`config.mk`:
```
export PLATFORM = sky130hd
export DESIGN_NAME = pipe_stage_reg
export DESIGN_NICKNAME = d
export VERILOG_FILES = /design/src/rtl/pipe_stage_reg.sv
export SDC_FILE = /design/constraint.sdc
export NUM_CORES = 1
export LEC_CHECK = 0
export ABC_AREA = 1
export BUFFER_PORTS_ARGS = -buffer_cell sky130_fd_sc_hd__buf_4
export CAP_MARGIN = 10
export CORE_AREA = 2 2 85 87
export DETAILED_ROUTE_END_ITERATION = 10
export DIE_AREA = 0 0 87 89
export GPL_TIMING_DRIVEN = 0
export HOLD_SLACK_MARGIN = 0.06
export PLACE_DENSITY = 0.66
export SLEW_MARGIN = 0
export SYNTH_ARGS = -nofsm -noshare
export SYNTH_HDL_FRONTEND = slang
export SYNTH_SLANG_ARGS = --single-unit
```
`constraint.sdc`:
```
create_clock -name clk -period 1.8 [get_ports clk]
set_input_delay 0.27 -clock clk [delete_from_list [all_inputs] [get_ports clk]]
set_output_delay 0.27 -clock clk [all_outputs]
set_load 0.01 [all_outputs]
```
`src/rtl/pipe_stage_reg.sv`:
```
// Inter-stage pipeline register: valid/ready handshake, stall, flush and a saturating bubble counter.
// Define PIPE_SKID_EN for the 2-entry skid variant with a registered in_ready.
module pipe_stage_reg #(
    parameter int WIDTH = 32,
    parameter int PC_W  = 8,
    parameter int CNT_W = 16
) (
    input  logic             clk,
    input  logic             rst_n,
    input  logic             in_valid,
    output logic             in_ready,
    input  logic [WIDTH-1:0] in_data,
    input  logic [PC_W-1:0]  in_pc,
    input  logic             stall,
    input  logic             flush,
    output logic             out_valid,
    input  logic             out_ready,
    output logic [WIDTH-1:0] out_data,
    output logic [PC_W-1:0]  out_pc,
    output logic [CNT_W-1:0] bubble_cnt
);

    localparam logic [CNT_W-1:0] CNT_ONE = CNT_W'(1);
    localparam logic [CNT_W-1:0] CNT_MAX = '1;

    logic             main_full;
    logic             in_fire;
    logic             out_fire;
    logic [WIDTH-1:0] main_data_q, main_data_d;
    logic [PC_W-1:0]  main_pc_q, main_pc_d;
    logic [CNT_W-1:0] bubble_cnt_q, bubble_cnt_d;

    assign out_valid  = main_full & ~stall;
    assign out_fire   = out_valid & out_ready;
    assign in_fire    = in_valid & in_ready;
    assign out_data   = main_data_q;
    assign out_pc     = main_pc_q;
    assign bubble_cnt = bubble_cnt_q;

    always_comb begin
        bubble_cnt_d = bubble_cnt_q;
        if (!out_valid && (bubble_cnt_q != CNT_MAX)) begin
            bubble_cnt_d = bubble_cnt_q + CNT_ONE;
        end
    end

    always_ff @(posedge clk or negedge rst_n) begin
        if (!rst_n) begin
            main_data_q  <= '0;
            main_pc_q    <= '0;
            bubble_cnt_q <= '0;
        end else begin
            main_data_q  <= main_data_d;
            main_pc_q    <= main_pc_d;
            bubble_cnt_q <= bubble_cnt_d;
        end
    end

`ifdef PIPE_SKID_EN
    typedef enum logic [1:0] {
        ST_EMPTY = 2'd0,
        ST_ONE   = 2'd1,
        ST_TWO   = 2'd2
    } state_t;

    state_t           state_q, state_d;
    logic             in_ready_q, in_ready_d;
    logic [WIDTH-1:0] skid_data_q, skid_data_d;
    logic [PC_W-1:0]  skid_pc_q, skid_pc_d;

    assign main_full = (state_q != ST_EMPTY);
    // Only stall reaches in_ready combinationally; the state part is a flop.
    assign in_ready  = in_ready_q & ~stall;

    always_comb begin
        state_d     = state_q;
        main_data_d = main_data_q;
        main_pc_d   = main_pc_q;
        skid_data_d = skid_data_q;
        skid_pc_d   = skid_pc_q;
        if (flush) begin
            state_d = ST_EMPTY;
        end else if (!stall) begin
            case (state_q)
                ST_EMPTY: begin
                    if (in_fire) begin
                        state_d     = ST_ONE;
                        main_data_d = in_data;
                        main_pc_d   = in_pc;
                    end
                end
                ST_ONE: begin
                    if (in_fire && out_fire) begin
                        main_data_d = in_data;
                        main_pc_d   = in_pc;
                    end else if (in_fire) begin
                        state_d     = ST_TWO;
                        skid_data_d = in_data;
                        skid_pc_d   = in_pc;
                    end else if (out_fire) begin
                        state_d = ST_EMPTY;
                    end
                end
                ST_TWO: begin
                    // The skid beat is always younger, so it refills main.
                    if (out_fire) begin
                        state_d     = ST_ONE;
                        main_data_d = skid_data_q;
                        main_pc_d   = skid_pc_q;
                    end
                end
                default: state_d = ST_EMPTY;
            endcase
        end
        in_ready_d = (state_d != ST_TWO);
    end

    always_ff @(posedge clk or negedge rst_n) begin
        if (!rst_n) begin
            state_q     <= ST_EMPTY;
            in_ready_q  <= 1'b1;
            skid_data_q <= '0;
            skid_pc_q   <= '0;
        end else begin
            state_q     <= state_d;
            in_ready_q  <= in_ready_d;
            skid_data_q <= skid_data_d;
            skid_pc_q   <= skid_pc_d;
        end
    end
`else
    typedef enum logic {
        ST_EMPTY = 1'b0,
        ST_FULL  = 1'b1
    } state_t;

    state_t state_q, state_d;

    assign main_full = (state_q == ST_FULL);
    // Held low during reset so no beat is offered to an unready stage.
    assign in_ready  = rst_n & (~main_full | out_ready) & ~stall;

    always_comb begin
        state_d     = state_q;
        main_data_d = main_data_q;
        main_pc_d   = main_pc_q;
        if (flush) begin
            state_d = ST_EMPTY;
        end else if (!stall) begin
            if (in_fire) begin
                state_d     = ST_FULL;
                main_data_d = in_data;
                main_pc_d   = in_pc;
            end else if (out_fire) begin
                state_d = ST_EMPTY;
            end
        end
    end

    always_ff @(posedge clk or negedge rst_n) begin
        if (!rst_n) begin
            state_q <= ST_EMPTY;
        end else begin
            state_q <= state_d;
        end
    end
`endif

endmodule

```
**Word level (Yosys, flattened, before mapping)**

Cells that the tools add are included.

- Add/sub/neg operators: 1
- Equal/unequal tests: 2
- Multiplexer cells: 4
- Bitwise gates (word level): 9
- Reductions and logical operators: 5

Operators with widths:

| kind | number |
|---|---|
| $add A16 B1 Y16 const B | 1 |
| $ne A16 B16 Y1 const B | 1 |
| $and A1 B1 Y1 | 5 |
| $mux W1 | 4 |
| $not A1 Y1 | 3 |
| $reduce_and A3 Y1 | 1 |
| $reduce_bool A3 Y1 | 1 |
| $ne A2 B1 Y1 const B | 1 |
| $reduce_and A2 Y1 | 1 |
| $logic_and A1 B1 Y1 | 1 |
| $logic_not A1 Y1 | 1 |
| $or A1 B1 Y1 | 1 |

- Flip-flop bits (word level): 57
- Output and inout port bits: 58
- Logic and storage cells: 25

**Logic depth before layout (Yosys ltp)**

Gate-level depths: netlist of run 1.

- Depth after elaboration: 8
- Gate-level depth with buffers: 9
- Depth with buffers taken out: 8

**Worst setup path after synthesis of run 1**

No wires, ideal clock.

- Kind: register to register
- Start: register bubble_cnt_q[0] (netlist: bubble_cnt[0])
- End: register bubble_cnt_q[3] (netlist: bubble_cnt[3])
- Library setup time: 65 ps
- Arrival time: 1434 ps
- Data required time: 1735 ps
- Setup slack: 301 ps
- Cell stages (with the launch flop): 9
- Path buffers: 1
- Clock period less this slack: 1499 ps
- Path through: dfrtp_1 ha_1 nand3_2 nor2_4 nand2_4 nand2_4 buf_12 nand2_1 nand2_1

- Word-level cells in the longest chain between the ends: 2
- Elaborated cells on any way between the ends: 3

Ends and longest elaborated chain:

| item | line | RTL |
|---|---|---|
| start, declared | 31 | `logic [CNT_W-1:0] bubble_cnt_q, bubble_cnt_d;` |
| start signal, assigned | 55 | `bubble_cnt_q <= bubble_cnt_d;` |
| branches (longest 2 deep; another with $add A16 B1 Y16) | - |  |

Several ways; the timed one is not identified.
A chain may end at the register's enable or synchronous reset.

**Worst setup path after layout of run 1**

- Start: register bubble_cnt_q[0] (netlist: bubble_cnt[0])
- End: register bubble_cnt_q[11] (netlist: bubble_cnt[11])

Same word-level chain as after synthesis.

==> results of run 1 <==
==> cell type report <==
class                      instances  share of cell area [%]
timing repair buffer             103                    21.1
clock buffer                      11                    4.10
sequential                        57                    38.7
inverter                          58                    5.90
clock inverter                     3                   0.475
multi-input combinational        202                    25.6
buffer                             9                    1.39
tap                               80                    2.71
==> cells in the mapped netlist, drive strengths merged <==
| cell | instances | area share, % |
|---|---|---|
| a21oi | 1 | 0.33 |
| buf | 2 | 0.95 |
| clkbuf | 7 | 1.0 |
| dfrtp | 57 | 54 |
| ha | 1 | 0.47 |
| inv | 58 | 8.3 |
| nand2 | 110 | 16 |
| nand3 | 11 | 2.5 |
| nand4 | 9 | 2.1 |
| nor2 | 19 | 3.3 |
| o211ai | 1 | 0.29 |
| o21ai | 44 | 8.4 |
| xnor2 | 6 | 2.0 |
==> what timing repair did <==
action,CTS,global route
cloned,0,0
resized for setup,1,3
endpoints found under the hold margin,57,57
setup endpoints to repair,2,10
pin swaps,0,0
==> flip-flops by register name, summed over array words and instances (netlist names) <==
signal	cells
bubble_cnt	16
out_data	32
out_pc	8
main_full	1
==> cell usage in the layout, fill, tap and decap left out <==
cell,n
a21oi_2,1
buf_12,1
buf_2,1
buf_4,102
clkbuf_1,7
clkbuf_8,12
clkinv_2,2
clkinvlp_4,1
dfrtp_1,57
ha_2,1
inv_1,58
nand2_1,107
nand2_2,1
nand2_4,2
nand3_1,9
nand3_2,2
nand4_1,9
nor2_1,16
nor2_2,1
nor2_4,2
o211ai_1,1
o21ai_0,44
xnor2_1,6
==> critical path, delay by kind of cell, from the launching register on <==
family	cells	cell delay, ns
flip-flops	1	0.45
adder cells (fa/ha/maj)	1	0.27
buffers and inverters	1	0.13
AND/OR/NAND/NOR	6	0.72
==> routing by layer <==
| layer | part of all wire (%) | wire length, µm |
|---|---|---|
| met1 | 43 | 2740 |
| met2 | 46 | 2930 |
| met3 | 9.5 | 604 |
| met4 | 0.89 | 56 |
| met5 | 0 | 0 |
==> through the flow <==
stage / util [%] / std cells / power, mW
after detailed placement: 52.2 / 509 / 2.84
after global placement: 52.2 / 509 / 2.81
after floorplan: - / 326 / 2.23
after CTS: 54.8 / 523 / 3.90
final: 54.9 / 523 / 3.84
after global routing: 54.9 / 523 / 4.11
==> logic make-up after synthesis <==
logic type | count (synthesis) | synth area share [%]
simple gates | 149 | 24.2
buf+inv | 67 | 10.2
flops | 57 | 54.1
compound gates | 46 | 8.97
xor+xnor | 6 | 1.99
fa+ha+maj | 1 | 0.475
==> power groups by stage <==
stage / combinational, mW / sequential (mW) / clock, mW
2_1_floorplan: 0.372 / 1.86 / 0
3_3_place_gp: 1.04 / 1.77 / 0
3_5_place_dp: 1.07 / 1.77 / 0
4_1_cts: 1.07 / 1.76 / 1.07
5_1_grt: 1.18 / 1.80 / 1.13
6_report: 1.05 / 1.76 / 1.02
==> worst paths after layout <==
path                                from              to  slack [ns]  cells past startpoint
setup / recovery           bubble_cnt[0]  bubble_cnt[11]        0.17                      8
hold / removal                     rst_n   bubble_cnt[8]       -0.11                      1
setup reg to reg           bubble_cnt[0]  bubble_cnt[11]        0.17                      8
hold reg to reg             out_data[16]    out_data[16]        0.49                      2
max in group asynchronous          rst_n  bubble_cnt[14]        1.53                      1
min in group clk              in_data[0]     out_data[0]        0.20                      3
==> results by group, run 1 <==
Outcome
  – Outcome: complete, but fails checks
  – Violated checks: negative hold slack

Finish
  – Proportion of layout cells with a drive suffix above 1: approximately 29%
  – Footprint of the multi-input gates: approximately 940 µm²
  – Fin nets: roughly 490
  – Storage cell area: around 1400 µm²
  – Fill cell count: 618
  – N_diodes: 0
  – Area overhead of the layout relative to synthesis: 40.0%
  – Layout Cell Area excl Fill: between 3000 and 4000 µm²

Critical path
  – Delay of the slowest cell on the worst path: 0.45 ns
  – Startpoint type of the worst setup path: flip-flop
  – Cells along the critical path: ha_2 -> nand3_2 -> nor2_4 -> nand2_4 -> nand2_4 -> buf_12 -> nand2_1 -> nand2_1
  – Slowest cell on crit path: dfrtp_1
  – Required time of the worst setup path: 2.05 ns
  – Crit path arrival time: about 1.9 ns
  – Maximum fanout along the worst path: 10
  – Crit Path Category: reg2reg
  – Kind of end point of the critical path: flip-flop

Clock tree
  – Cts bufs inserted: 9
  – CTS clk-pin slew, worst paths: 0.07 ns
  – Buffers inserted during post-CTS setup optimization: 0
  – Clock network latency to the later pin of the worst-skew pair: about 0.32 ns
  – Max Buffers Root-to-Sink: 2
  – Number of clock sinks: 57
  – CTS tree: built
  – H-tree levels: 3
  – Cell at the root of the clock tree: clkbuf_8

Timing
  – Shortest clock period the worst path allows after layout: 1.63 ns
  – Worst path setup slack after routing: 0.165 ns
  – Unrepaired setup endpoints after global routing: no
  – Pins Over Slew Limit: 0
  – Worst clock skew: roughly 0.0068 ns
  – Final Hold Fails: 57
  – Peak Freq: between 0.6 and 0.7 GHz
  – Setup TNS: 0 ns
  – Hold Worst Slack: -0.109 ns
  – Total of endpoints with negative setup slack in the final report: 0
  – Post-route fraction of the period consumed by the critical path: about 91%
  – Max-slew headroom: 68.4%
  – Slew at the pin closest to its max-slew limit: approximately 0.47 ns

Placement
  – Worst slack after detailed placement: -0.364 ns
  – DP Area: around 3500 µm²
  – Port Buffer Count: between 100 and 150
  – DPL Wire Length: approximately 4700 µm
  – Global placement routability congestion: roughly 0.82

Global route
  – Vias in the first global route: ~2200
  – GR met1 Demand/Resource: ~22%
  – Global Route Usage Sum: 17.0%
  – Met3 Resource Use GR: roughly 6.5%
  – Antenna violations before repair: 0
  – Pin count of the biggest net entering global routing: approximately 60
  – Remaining global-route overflow: 0
  – Routing layer with the top usage in global route: met2
  – Met2 routing resource usage after global routing: 26.0%
  – First-pass GRT wire length: 10400 µm

Power
  – P_int: 2.64 mW
  – Switching component of the power: 1.20 mW
  – Pleak: between 2 and 2.5 nW
  – Power per unit of standard cell area: between 1000 and 1500 nW/µm²
  – Clk network pwr share: between 20% and 30%
  – Relative contribution of sequential cells to total power: 45.9%
  – Maximum VDD drop: a little over 400 µV
  – Relative contribution of combinational cells to total power: between 20% and 30%
  – Proportion of total power due to net switching: a little under a third

Floorplan
  – Area of the die: 7740 µm²
  – Number of placed I/O pins: between 100 and 150
  – Initial core utilization: 39.2%
  – Std cell rows: 30
  – Die height: around 90 µm
  – Floorplan die width: slightly below 90 µm
  – Core area: roughly 6700 µm²

Routing
  – Post-detailed-route via-to-cell ratio: 4.56
  – Routed wire per std cell: approximately 12 µm
  – Iteration-0 DRC count of the detailed router: just under 70
  – Drt total wl: 6330 µm
  – Final routed DRC violation total: 0
  – Post-route antenna net violation count: 0
  – Via count: ~2400
  – Number of search-and-repair iterations in the first detailed-routing pass: 4

Synth
  – Yosys warns: 0
  – Post-synthesis instance area: approximately 2600 µm²
  – Gate Count Post-Synth: between 300 and 400
  – Synthesized area per cell: between 8 and 9 µm²
  – Sequential share of the synthesized area: between 50% and 60%
  – Post-synthesis cell type count: 18
  – Total nets after synthesis: 373
  – Number of register bits inferred by synthesis: 57

Flow run
  – Max-Cap Viols: 0

Worst hold path
  – Worst hold path class: in2async
(Power assumes the default switching activity.)
==> run 2, diff against run 1 <==
- PLACE_DENSITY: 0.66 -> 0.73
==> results by group, run 2 (synthesis gave the netlist of run 1 again) <==
Finish
  – Commonest cells after routing, fill and taps aside: nand2_1 (107), buf_4 (102), inv_1 (58)
  – Proportion of layout cells with a drive suffix above 1: 29.2% (+0.094 points)
  – Number of flip-flops in the largest register: 32 (unchanged)
  – Filler-free cell count of the finished design: 525 (+0.38%)
  – Layout Cell Area excl Fill: 3710 µm² (+0.71%)
  – Area overhead of the layout relative to synthesis: 41.0%
  – Most common library cell in the layout ignoring fill and taps: nand2_1
  – Fin nets: 487 (unchanged)
  – Fill cell count: 620 (+0.32%)
  – N_diodes: 0 (unchanged)

Routing
  – Iteration-0 DRC count of the detailed router: 59 (-13%)
  – Number of search-and-repair iterations in the first detailed-routing pass: 4 (unchanged)
  – Post-detailed-route via-to-cell ratio: 4.66 (+2.0%)
  – Post-route antenna net violation count: 0 (unchanged)
  – Via count: 2445 (+2.4%)
  – Drt total wl: 6400 µm (+1.2%)
  – Routed wire per std cell: 12.2 µm (+0.85%)
  – Final routed DRC violation total: 0 (unchanged)

Timing
  – Setup TNS: 0 ns (unchanged)
  – Worst path setup slack after routing: 0.172 ns (+0.00674 ns)
  – Max-slew headroom: 67.7% (-0.71 points)
  – Shortest clock period the worst path allows after layout: 1.63 ns (-0.00674 ns)
  – Unrepaired setup endpoints after global routing: no
  – Total of endpoints with negative setup slack in the final report: 0 (unchanged)
  – Pins Over Slew Limit: 0 (unchanged)
  – Slew at the pin closest to its max-slew limit: 0.485 ns (+0.0107 ns)
  – Peak Freq: 0.614 GHz (+0.41%)
  – Final Hold Fails: 57 (unchanged)
  – Worst clock skew: 0.00421 ns (-0.00259 ns)
  – Post-route fraction of the period consumed by the critical path: 90.5% (-0.37 points)
  – Hold Worst Slack: -0.110 ns (-0.00102 ns)

Outcome
  – Violated checks: negative hold slack
  – Outcome: complete, but fails checks

Critical path
  – Kind of end point of the critical path: flip-flop
  – Required time of the worst setup path: 2.07 ns (+0.02 ns)
  – First element of the critical path: bubble_cnt[1]
  – Maximum fanout along the worst path: 10 (unchanged)
  – Origin of the critical flop-to-flop path: bubble_cnt[1]
  – End of the worst register-to-register path: bubble_cnt[3]
  – Depth of the worst register-to-register path: 8 (unchanged)
  – Crit Path Category: reg2reg
  – Minimum setup slack among reg-to-reg paths: 0.17 ns (about the same)
  – Startpoint type of the worst setup path: flip-flop
  – Crit path arrival time: 1.90 ns (about the same)
  – End of the critical path: bubble_cnt[3]

Clock tree
  – H-tree levels: 3 (unchanged)
  – Cts bufs inserted: 9 (unchanged)
  – CTS clk-pin slew, worst paths: 0.07 ns (about the same)
  – Number of clock sinks: 57 (unchanged)
  – Buffers inserted during post-CTS setup optimization: 0 (unchanged)
  – Clock network latency to the later pin of the worst-skew pair: 0.33 ns (about the same)
  – Max Buffers Root-to-Sink: 2 (unchanged)
  – Cell at the root of the clock tree: clkbuf_8
  – CTS tree: built

Power
  – Maximum VDD drop: 446 µV (+9.8%)
  – Pleak: 2.03 nW (+0.37%)
  – Total Power Consumption: 4.00 mW (+4.3%)
  – Power per unit of standard cell area: 1080 nW/µm² (+3.6%)

Placement
  – Cell count after placement: 509 (unchanged)
  – Port Buffer Count: 103 (unchanged)
  – Global placement routability congestion: 0.862 (+4.5%)
  – Worst slack after detailed placement: -0.385 ns (-0.0213 ns)
  – DP Area: 3510 µm² (unchanged)
  – DPL Wire Length: 4650 µm (-0.48%)

Global route
  – First-pass GRT wire length: 10600 µm (+1.9%)
  – Remaining global-route overflow: 0 (unchanged)
  – Global Route Usage Sum: 17.6% (+0.55 points)
  – Vias in the first global route: 2352 (+6.9%)
  – Pin count of the biggest net entering global routing: 59 (unchanged)
  – Antenna violations before repair: 0 (unchanged)

Worst hold path
  – Worst hold path class: in2async

Floorplan
  – Area of the die: 7740 µm² (unchanged)
  – Number of placed I/O pins: 104 (unchanged)
  – Initial core utilization: 39.2% (unchanged)
  – Std cell rows: 30 (unchanged)
  – Die height: 89 µm (unchanged)
  – Core area: 6720 µm² (unchanged)
  – Floorplan die width: 87 µm (unchanged)

Flow run
  – Max-Cap Viols: 0 (unchanged)
-- run 2: layout make-up --
type	count	area, µm²	share of cell area [%]
inverters	58	218	5.86
clock buffers	11	141	3.81
flip-flops and latches	57	1430	38.4
repair buffers	103	779	21.0
multi-input cells	202	942	25.4
clock inverters	5	55.1	1.48
plain buffers	9	51.3	1.38
well taps	80	100	2.69
-- run 2: critical path, cell delays in order (launching register included) --
cell and delay, ns:
dfrtp_1 0.42, ha_2 0.26, nand3_2 0.17, nor2_4 0.23, nand2_4 0.10, nand2_4 0.11, buf_12 0.14, nand2_1 0.05
nand2_1 0.08
-- run 2: where the power goes --
part | switching (mW) | total, mW | leakage [nW] | internal [mW]
clock | 0.515 | 1.19 | 0.0953 | 0.672
combinational | 0.494 | 1.05 | 1.21 | 0.552
sequential | 0.236 | 1.77 | 0.727 | 1.53
total | 1.24 | 4.00 | 2.03 | 2.76
-- run 2: worst min path at each step --
stage                     slack [ns]  cells past startpoint  start              to
after floorplan                -0.03                      0  rst_n   bubble_cnt[0]
after global placement          0.38                      1  rst_n  bubble_cnt[12]
after detailed placement        0.38                      1  rst_n  bubble_cnt[12]
after CTS                      -0.09                      1  rst_n     out_data[1]
after global routing           -0.07                      1  rst_n       out_pc[5]
final                          -0.11                      1  rst_n  bubble_cnt[12]
-- run 2: metrics by stage --
stage                     utilization (%)  hold slack (ns)
after CTS                            55.2          -0.0925
final                                55.3           -0.110
after detailed placement             52.2            0.383
after global placement               52.2            0.378
after global routing                 55.3          -0.0692
after floorplan                         -          -0.0256
-- run 2: routing by layer --
layer	vias up	GRT usage, %	share of wire, %
met5	-	0	0
met2	88	28.2	47
met3	12	4.80	7.0
li1	1227	-	-
met4	0	8.95	2.2
met1	1118	21.9	44
-- run 2: timing repair --
| item | in CTS | in global routing |
|---|---|---|
| gates cloned | 0 | 0 |
| endpoints found under the setup margin | 1 | 21 |
| endpoints found under the hold margin | 57 | 57 |
| gates resized for setup | 1 | 3 |
| pin swaps | 0 | 0 |
==> run 3, diff against run 2 <==
- clock period: 1.8 -> 1.6 ns (I/O delays scaled with it)
==> results by group, run 3 (synthesis gave the netlist of run 1 again) <==
Power
  – Maximum VDD drop: 502 µV (+12%)
  – Power per unit of standard cell area: 1210 nW/µm² (+13%)
  – Pleak: 2.08 nW (+2.3%)

Critical path
  – End of the worst register-to-register path: bubble_cnt[3]
  – Number of buffers and inverters on the critical path: 2 (+1)
  – Depth of the worst register-to-register path: 7 (-1)
  – Crit Path Category: reg2out
  – Slowest cell on crit path: dfrtp_1
  – Kind of end point of the critical path: output port
  – Origin of the critical flop-to-flop path: bubble_cnt[0]
  – Required time of the worst setup path: 1.36 ns (-0.71 ns)
  – Crit path arrival time: 1.26 ns (-0.64 ns)
  – Cells along the critical path: inv_1 -> o21ai_1 -> nor2_2 -> buf_4
  – Startpoint type of the worst setup path: flip-flop
  – Minimum setup slack among reg-to-reg paths: 0.11 ns (-0.06 ns)
  – Worst path top cell family by delay: flip-flops
  – Delay of the slowest cell on the worst path: 0.38 ns (-0.04 ns)
  – Maximum fanout along the worst path: 3 (-7)

Floorplan
  – Floorplan die width: 87 µm (unchanged)
  – Initial core utilization: 39.2% (unchanged)
  – Core area: 6720 µm² (unchanged)
  – Std cell rows: 30 (unchanged)
  – Number of placed I/O pins: 104 (unchanged)
  – Die height: 89 µm (unchanged)
  – Area of the die: 7740 µm² (unchanged)

Timing
  – Final Hold Fails: 57 (unchanged)
  – Worst path setup slack after routing: 0.103 ns (-0.0684 ns)
  – Shortest clock period the worst path allows after layout: 1.50 ns
  – Post-route fraction of the period consumed by the critical path: 93.5%
  – Slew at the pin closest to its max-slew limit: 0.442 ns (-0.0430 ns)
  – Pins Over Slew Limit: 0 (unchanged)
  – Worst clock skew: 0.00388 ns (-0.000328 ns)
  – Max-slew headroom: 70.6% (+2.9 points)
  – Hold Worst Slack: -0.190 ns (-0.0807 ns)
  – Total of endpoints with negative setup slack in the final report: 0 (unchanged)
  – Peak Freq: 0.668 GHz
  – Unrepaired setup endpoints after global routing: no
  – Setup TNS: 0 ns (unchanged)

Routing
  – Post-detailed-route via-to-cell ratio: 4.65 (-0.19%)
  – Number of search-and-repair iterations in the first detailed-routing pass: 5 (+1)
  – Drt total wl: 6630 µm (+3.5%)
  – Routed wire per std cell: 12.5 µm (+2.2%)
  – Final routed DRC violation total: 0 (unchanged)
  – Via count: 2473 (+1.1%)
  – Iteration-0 DRC count of the detailed router: 77 (+31%)
  – Post-route antenna net violation count: 0 (unchanged)

Clock tree
  – CTS tree: built
  – Cell at the root of the clock tree: clkbuf_8
  – H-tree levels: 3 (unchanged)
  – CTS clk-pin slew, worst paths: 0.06 ns (about the same)
  – Number of clock sinks: 57 (unchanged)
  – Max Buffers Root-to-Sink: 2 (unchanged)
  – Cts bufs inserted: 9 (unchanged)
  – Clock network latency to the later pin of the worst-skew pair: 0.33 ns (about the same)

Finish
  – Most common library cell in the layout ignoring fill and taps: buf_4
  – Commonest cells after routing, fill and taps aside: buf_4 (108), nand2_1 (107), inv_1 (58)
  – Proportion of layout cells with a drive suffix above 1: 32.1% (+2.9 points)
  – Number of flip-flops in the largest register: 32 (unchanged)
  – N_diodes: 0 (unchanged)
  – Area overhead of the layout relative to synthesis: 44.5%
  – Fin nets: 494 (+1.4%)

Global route
  – First-pass GRT wire length: 10600 µm (about the same)
  – Antenna violations before repair: 0 (unchanged)
  – Vias in the first global route: 2353 (+0.043%)
  – Remaining global-route overflow: 0 (unchanged)
  – Global Route Usage Sum: 17.6% (+0.020 points)
  – Pin count of the biggest net entering global routing: 59 (unchanged)

Flow run
  – Max-Cap Viols: 0 (unchanged)

Outcome
  – Violated checks: negative hold slack
  – Outcome: complete, but fails checks

Placement
  – Port Buffer Count: 103 (unchanged)
  – Worst slack after detailed placement: -0.555 ns (-0.170 ns)
  – DPL Wire Length: 4650 µm (unchanged)
  – Global placement routability congestion: 0.862 (unchanged)

Worst hold path
  – Worst hold path class: in2async
==> run 3: worst max-delay path by stage <==
stage | from | to | slack, ns | cells after the start
2_1_floorplan | bubble_cnt[0] | bubble_cnt[3] | 0.10 | 8
6_report | main_full | in_ready | 0.10 | 4
3_5_place_dp | rst_n | out_data[9] | -0.56 | 7
3_3_place_gp | rst_n | out_data[8] | -0.47 | 7
5_1_grt | bubble_cnt[4] | bubble_cnt[3] | 0.006 | 8
4_1_cts | rst_n | out_data[9] | 0.01 | 7
==> run 3: stage by stage <==
stage | util, % | std cells | instance area (µm²) | power, mW | hold WS, ns
3_5_place_dp | 52.2 | 509 | 3510 | 3.20 | 0.353
5_1_grt | 56.7 | 532 | 3810 | 4.91 | -0.149
4_1_cts | 55.4 | 526 | 3720 | 4.56 | -0.123
6_report | 56.7 | 532 | 3810 | 4.62 | -0.190
3_3_place_gp | 52.2 | 509 | 3510 | 3.16 | 0.348
2_1_floorplan | - | 326 | 2640 | 2.51 | -0.0556
==> run 3: per-layer routing <==
| metal | vias up | global-route usage [%] | wire (µm) | part of all wire (%) |
|---|---|---|---|---|
| li1 | 1244 | - | - | - |
| met1 | 1137 | 22.0 | 2900 | 44 |
| met2 | 80 | 28.1 | 3160 | 48 |
| met3 | 12 | 4.80 | 433 | 6.5 |
| met4 | 0 | 8.95 | 138 | 2.1 |
| met5 | - | 0 | 0 | 0 |
==> run 3: cell type report <==
cell class / instances / area, µm²
inverter: 58 / 218
fill: 619 / 2910
multi-input combinational: 203 / 980
clock inverter: 5 / 55.1
tap: 80 / 100
clock buffer: 11 / 141
buffer: 9 / 60.1
sequential: 57 / 1430
timing repair buffer: 109 / 826
==> run 3: timing repair <==
| action | in CTS | in global routing |
|---|---|---|
| pin swaps | 1 | 1 |
| resized for setup | 3 | 26 |
| setup buffers | 1 | 5 |
| gates cloned | 0 | 1 |
| hold endpoints to repair | 57 | 57 |
| endpoints found under the setup margin | 51 | 52 |
==> run 3: worst register-to-register path, cell delays in order, from the launching register on <==
cell     delay (ns)
dfrtp_2        0.44
ha_4           0.20
nand3_4        0.12
nor2_4         0.07
buf_4          0.14
a21oi_4        0.29
nand2_1        0.09
nand2_1        0.08
==> run 3: where the power goes <==
group          internal, mW  switching, mW  leakage, nW  total (mW)
Sequential             1.72          0.267        0.727        1.99
Clock                 0.756          0.581       0.0953        1.34
Combinational         0.698          0.591         1.26        1.29
